===== src/rtl/speck_decrypt_core_pkg.sv =====
// Shared SPECK128/128 cipher settings: round count, word width, rotation
// constants, state codes and rotate helpers used by the decrypt datapath.
package speck_decrypt_core_pkg;

  localparam int NR_ROUNDS = 32;
  localparam int WORD      = 64;
  localparam int ALPHA     = 8;
  localparam int BETA      = 3;
  localparam int CTR_W     = $clog2(NR_ROUNDS);

  localparam logic [CTR_W-1:0] CTR_LAST = CTR_W'(NR_ROUNDS - 1);

  typedef logic [WORD-1:0] word_t;

  typedef enum logic [3:0] {
    ST_IDLE    = 4'd0,
    ST_EXPAND  = 4'd1,
    ST_DECRYPT = 4'd2,
    ST_DONE    = 4'd3
  } state_e;

  function automatic word_t rol(input word_t v, input int unsigned n);
    return (v << n) | (v >> (WORD - n));
  endfunction

  function automatic word_t ror(input word_t v, input int unsigned n);
    return (v >> n) | (v << (WORD - n));
  endfunction

endpackage


===== src/rtl/speck_decrypt_core_round_decrypt.sv =====
// Purely combinational SPECK inverse round; the mirror of round_encrypt,
// usable on its own in an unrolled decrypt chain.
module round_decrypt
  import speck_decrypt_core_pkg::*;
(
  input  word_t x,
  input  word_t y,
  input  word_t rk,
  output word_t x_nxt,
  output word_t y_nxt
);

  assign y_nxt = ror(x ^ y, BETA);
  assign x_nxt = rol((x ^ rk) - y_nxt, ALPHA);

endmodule


===== src/rtl/speck_decrypt_core.sv =====
// Iterative SPECK128/128 decryption engine: expands round keys, then runs the
// inverse rounds in reverse key order. Optional macro SPECK_KEY_CACHE_EN skips
// expansion when the master key matches the last fully expanded key.
module speck_decrypt_core
  import speck_decrypt_core_pkg::*;
(
  input  logic              clk,
  input  logic              rst,
  input  logic              signal_start,
  input  logic [2*WORD-1:0] key,
  input  logic [2*WORD-1:0] ciphertext,
  output logic [2*WORD-1:0] plaintext,
  output logic              finished,
  output logic [3:0]        state_response
);

  state_e            state_q, state_d;
  logic [CTR_W-1:0]  ctr_q, ctr_d;
  word_t             x_q, x_d, y_q, y_d;
  word_t             k_q, k_d, l_q, l_d;
  logic [2*WORD-1:0] pt_q, pt_d;
  logic              fin_q, fin_d;
  word_t             rk_q [NR_ROUNDS];
  logic              rk_we;
  word_t             l_step, k_step;
  word_t             x_inv, y_inv;
  logic              cache_hit;

`ifdef SPECK_KEY_CACHE_EN
  logic [2*WORD-1:0] ckey_q, ckey_d;
  logic              cvld_q, cvld_d;

  assign cache_hit = cvld_q && (key == ckey_q);
`else
  assign cache_hit = 1'b0;
`endif

  // Key step duplicates key_schedule arithmetic; constants come from the package.
  assign l_step = (k_q + ror(l_q, ALPHA)) ^ word_t'(ctr_q);
  assign k_step = rol(k_q, BETA) ^ l_step;

  round_decrypt u_round (
    .x     (x_q),
    .y     (y_q),
    .rk    (rk_q[ctr_q]),
    .x_nxt (x_inv),
    .y_nxt (y_inv)
  );

  always_comb begin
    state_d = state_q;
    ctr_d   = ctr_q;
    x_d     = x_q;
    y_d     = y_q;
    k_d     = k_q;
    l_d     = l_q;
    pt_d    = pt_q;
    fin_d   = 1'b0;
    rk_we   = 1'b0;
`ifdef SPECK_KEY_CACHE_EN
    ckey_d  = ckey_q;
    cvld_d  = cvld_q;
`endif
    case (state_q)
      ST_IDLE: begin
        if (signal_start) begin
          x_d   = ciphertext[2*WORD-1:WORD];
          y_d   = ciphertext[WORD-1:0];
          k_d   = key[2*WORD-1:WORD];
          l_d   = key[WORD-1:0];
          ctr_d = '0;
          if (cache_hit) begin
            ctr_d   = CTR_LAST;
            state_d = ST_DECRYPT;
          end else begin
            state_d = ST_EXPAND;
`ifdef SPECK_KEY_CACHE_EN
            // The key store is about to be overwritten, so drop the old entry.
            ckey_d  = key;
            cvld_d  = 1'b0;
`endif
          end
        end
      end
      ST_EXPAND: begin
        rk_we = 1'b1;
        l_d   = l_step;
        k_d   = k_step;
        if (ctr_q == CTR_LAST) begin
          state_d = ST_DECRYPT;
`ifdef SPECK_KEY_CACHE_EN
          cvld_d  = 1'b1;
`endif
        end else begin
          ctr_d = ctr_q + CTR_W'(1);
        end
      end
      ST_DECRYPT: begin
        x_d = x_inv;
        y_d = y_inv;
        if (ctr_q == '0) state_d = ST_DONE;
        else             ctr_d   = ctr_q - CTR_W'(1);
      end
      ST_DONE: begin
        pt_d    = {x_q, y_q};
        fin_d   = 1'b1;
        state_d = ST_IDLE;
      end
      default: state_d = ST_IDLE;
    endcase
  end

  always_ff @(posedge clk) begin
    if (rst) begin
      state_q <= ST_IDLE;
      ctr_q   <= '0;
      pt_q    <= '0;
      fin_q   <= 1'b0;
`ifdef SPECK_KEY_CACHE_EN
      cvld_q  <= 1'b0;
`endif
    end else begin
      state_q <= state_d;
      ctr_q   <= ctr_d;
      pt_q    <= pt_d;
      fin_q   <= fin_d;
`ifdef SPECK_KEY_CACHE_EN
      cvld_q  <= cvld_d;
`endif
    end
  end

  // Working words and the round-key store carry no reset.
  always_ff @(posedge clk) begin
    x_q <= x_d;
    y_q <= y_d;
    k_q <= k_d;
    l_q <= l_d;
`ifdef SPECK_KEY_CACHE_EN
    ckey_q <= ckey_d;
`endif
    if (rk_we) rk_q[ctr_q] <= k_q;
  end

  assign plaintext      = pt_q;
  assign finished       = fin_q;
  assign state_response = state_q;

endmodule


===== config.mk =====
export PLATFORM = sky130hd
export DESIGN_NAME = speck_decrypt_core
export DESIGN_NICKNAME = d
export VERILOG_FILES = /design/src/rtl/speck_decrypt_core_pkg.sv /design/src/rtl/speck_decrypt_core_round_decrypt.sv /design/src/rtl/speck_decrypt_core.sv
export SDC_FILE = /design/constraint.sdc
export NUM_CORES = 2
export LEC_CHECK = 0
export CELL_PAD_IN_SITES_DETAIL_PLACEMENT = 0
export CELL_PAD_IN_SITES_GLOBAL_PLACEMENT = 1
export CORE_ASPECT_RATIO = 0.6
export CORE_MARGIN = 1.5
export CORE_UTILIZATION = 53
export DETAILED_ROUTE_END_ITERATION = 10
export PLACE_DENSITY_LB_ADDON = 0.1
export REMOVE_ABC_BUFFERS = 1
export SYNTH_ARGS = -nofsm -noshare
export SYNTH_HDL_FRONTEND = slang
export SYNTH_SLANG_ARGS = --single-unit

===== constraint.sdc =====
create_clock -name clk -period 13.2 [get_ports clk]
set_input_delay 1.98 -clock clk [delete_from_list [all_inputs] [get_ports clk]]
set_output_delay 1.98 -clock clk [all_outputs]
set_load 0.05 [all_outputs]

==> results.py <==
metrics = {
    "setup_path": {
        "cp_cell_sequence": "buf_4, buf_4, mux4_2, mux4_2, mux2i_1, xnor2_1, inv_1, fa_1, nor2b_1, o2111ai_1, a31oi_1, nor3b_2, o311ai_2, a41oi_2, o31ai_2, o21ai_1, and3_1, o31ai_1",
        "crit_path_max_incr_delay_ps": 750,
        "cp_max_fo": 41,
        "r2r_slack_ps": 5440,
        "path_buf_inv": 3,
        "path_delay_family": "compound AO/OA/AOI/OAI gates",
        "required_ps": 13850,
        "critPathArrivalTime_ps": 8410,
        "setup.worst_path.start_class": "flop",
        "cpMaxStageDelayCell": "dfxtp_4",
        "crit_type": "flop to flop",
        "end_kind": "flop",
    },
    "synthesis": {
        "synthesis.area_um2": 102900,
        "synthTopCellsByCount": "edfxtp_1 (2,304), mux4_2 (640), nor2_1 (374)",
        "synth_top_area_share_pct": 67.24,
        "synthMostInstantiatedCell": "edfxtp_1",
        "ys_ff_latch": 2445,
        "avgSynthCellArea_um2": 18.54,
        "ys.flop_type": "edfxtp_1",
        "async_flop_share_pct": 0,
        "netlist_instances": 5550,
        "synth_area_leaders": "edfxtp_1 (67%), mux4_2 (14%), dfxtp_1 (2.7%)",
        "synth_edf_count": 2304,
        "synth.distinct_cells": 94,
        "yosysTopAreaCell": "edfxtp_1",
        "yosys_warnings": 0,
        "yosysSeqAreaShare_pct": 69.98,
    },
    "finish": {
        "seqCellArea_um2": 72030,
        "n_fill_cell": 13900,
        "synthToLayoutAreaGrowth_pct": 13.87,
        "layout-drive-gt1-share_pct": 20.48,
        "nets": 6419,
        "multi_input_area_um2": 29770,
    },
    "power": {
        "p_clk_share_pct": 20.4,
        "p_sw_share_pct": 38.79,
        "total_power_mw": 30.74,
        "internal-power_mw": 18.81,
        "power_density_nw_per_um2": 262.3,
        "switchingPower_mw": 11.92,
        "ir_drop_uv": 189.2,
        "seqPwrFrac_pct": 37.0,
        "p_leak_nw": 36.66,
        "p_comb_share_pct": 42.6,
    },
    "detailed_routing": {
        "drc": 0,
        "ant_nets": 0,
        "totalWireLength_um": 300100,
        "drtIter0Drc": 8070,
        "wire_per_inst_um": 34.13,
        "vias": 56940,
        "viasPerCell": 6.478,
        "first_pass_iters": 6,
    },
    "status": {
        "outcome": "finished, final reports clean",
    },
    "die": {
        "dieHeight_um": 344.3,
        "die_w_um": 571.8,
        "floorplan.rows": 125,
        "core_um2": 193200,
        "die_area_um2": 196900,
        "io_pins": 392,
        "start_util_pct": 53.27,
    },
    "timing": {
        "layout_setup_ws_ps": 5439,
        "skew_ps": 58.66,
        "finalSetupViolations": 0,
        "worst_pin_slew_ps": 1320,
        "period_share_pct": 58.80,
        "final.min_clock_period_ps": 7761,
        "rsz0062_at_grt": "false",
        "relSlewSlack_pct": 11.97,
        "slew_viol_final": 0,
        "finalHoldViolCount": 0,
        "fmax_ghz": 0.1288,
    },
    "placed_design": {
        "pre_cts_ws_ps": 5396,
        "place_congestion": 0.9063,
        "dp_hpwl_um": 182000,
        "io_buffers": 389,
    },
    "cts": {
        "h-tree-depth": 4,
        "clkTransAtPathRegs_ps": 70,
        "cts_sinks": 2445,
        "cts_resized": 0,
        "hold_buffers": 0,
        "tritoncts": "yes",
        "numCtsBuffers": 223,
        "clk_latency_ps": 880,
        "cts.path.max_buffers": 4,
        "post_cts_buffers": 0,
        "root_buffer": "clkbuf_16",
    },
    "run": {
        "cap_violations": 0,
    },
    "worst_hold_path": {
        "worstHoldPathType": "flop to flop",
    },
    "global_routing": {
        "overflow": 0,
        "antenna_found_initial": 10,
        "grt_busiest_layer": "met1",
        "grt_max_degree": 126,
        "grt_pass1_wl_um": 416400,
        "use_met1_pct": 47.21,
        "grt_pass1_vias": 54600,
        "met3_usage_pct": 7.723,
        "met2_usage_pct": 43.70,
        "grt_usage_pct": 30.40,
    },
}
worst min-delay path, delay by kind of cell, from the launching register on:
| kind | cells | cell delay [ps] |
|---|---|---|
| DFF | 1 | 320 |
| muxes | 1 | 70 |
| and+or+nand+nor | 1 | 70 |
through the flow:
step	TNS [ps]	instance area [µm²]	hold WS, ps	utilization [%]	cells
finish	0	117200	494.4	60.66	8791
global route	0	117200	509.8	60.66	8790
CTS	0	117200	498.5	60.66	8790
detailed placement	0	110300	480.9	57.12	8393
global placement	0	110300	472.6	57.11	8393
floorplan	-1458480	101700	507.3	-	5258
final cells by class:
| cell class | instances | share of cell area (%) |
|---|---|---|
| flip-flops and latches | 2445 | 61.47 |
| multi-input cells | 2751 | 25.41 |
| diodes | 1 | 0.002136 |
| repair buffers | 532 | 4.294 |
| clock inverters | 119 | 0.8319 |
| well taps | 2603 | 2.780 |
| clock buffers | 278 | 5.010 |
| inverters | 62 | 0.1986 |
final timing paths:
kind                 start            end  cells past startpoint
max reg2reg           flop        x_q[62]                     18
min          plaintext[84]  plaintext[84]                      2
max                   flop        x_q[62]                     18
min reg2reg  plaintext[84]  plaintext[84]                      2
layout by cell type, fill, tap and decap left out, types with 20 or more instances in the layout:
cell and count:
mux4_2 640, clkbuf_1 50, mux2i_1 190, nor2_4 32, clkdlybuf4s50_1 388, o21bai_1 31, mux2_2 104, a21oi_1 278
o21ai_0 76, a21o_1 73, ha_1 139, nand3_1 33, xnor2_1 245, clkinv_2 26, buf_4 138, dfxtp_1 136
clkbuf_16 226, clkinv_1 55, inv_1 61, xor2_1 52, nand2_1 149, nor2_1 342, nor3_1 20, edfxtp_1 2304
nand4_1 44
kinds of logic after synthesis:
group / synth area share (%)
compound gates: 3.816
xor+xnor: 2.749
fa+ha+maj: 1.785
buf+inv: 1.414
flops: 69.98
mux: 17.07
other cells: 0.003644
simple gates: 3.179
layer usage:
| metal | routed length, µm | vias to the layer above |
|---|---|---|
| met5 | 21 | - |
| met4 | 6211 | 4 |
| met3 | 35250 | 387 |
| met2 | 130700 | 3216 |
| met1 | 127900 | 30010 |
| li1 | - | 23330 |
flip-flops by register name, indices dropped and copies added (netlist names), named ones only:
signal / flops
ctr_q: 5
finished: 1
k_q: 64
l_q: 64
plaintext: 128
rk_q: 2048
state_response: 2
x_q: 64
y_q: 64
power by group through the flow:
stage	sequential, mW	clock, mW	combinational, mW
2_1_floorplan	11.8	0	9.28
3_3_place_gp	11.5	0	12.9
3_5_place_dp	11.5	0	12.9
4_1_cts	11.4	6.34	13.0
5_1_grt	11.5	6.63	14.1
6_report	11.4	6.27	13.1
(Power assumes the default switching activity.)
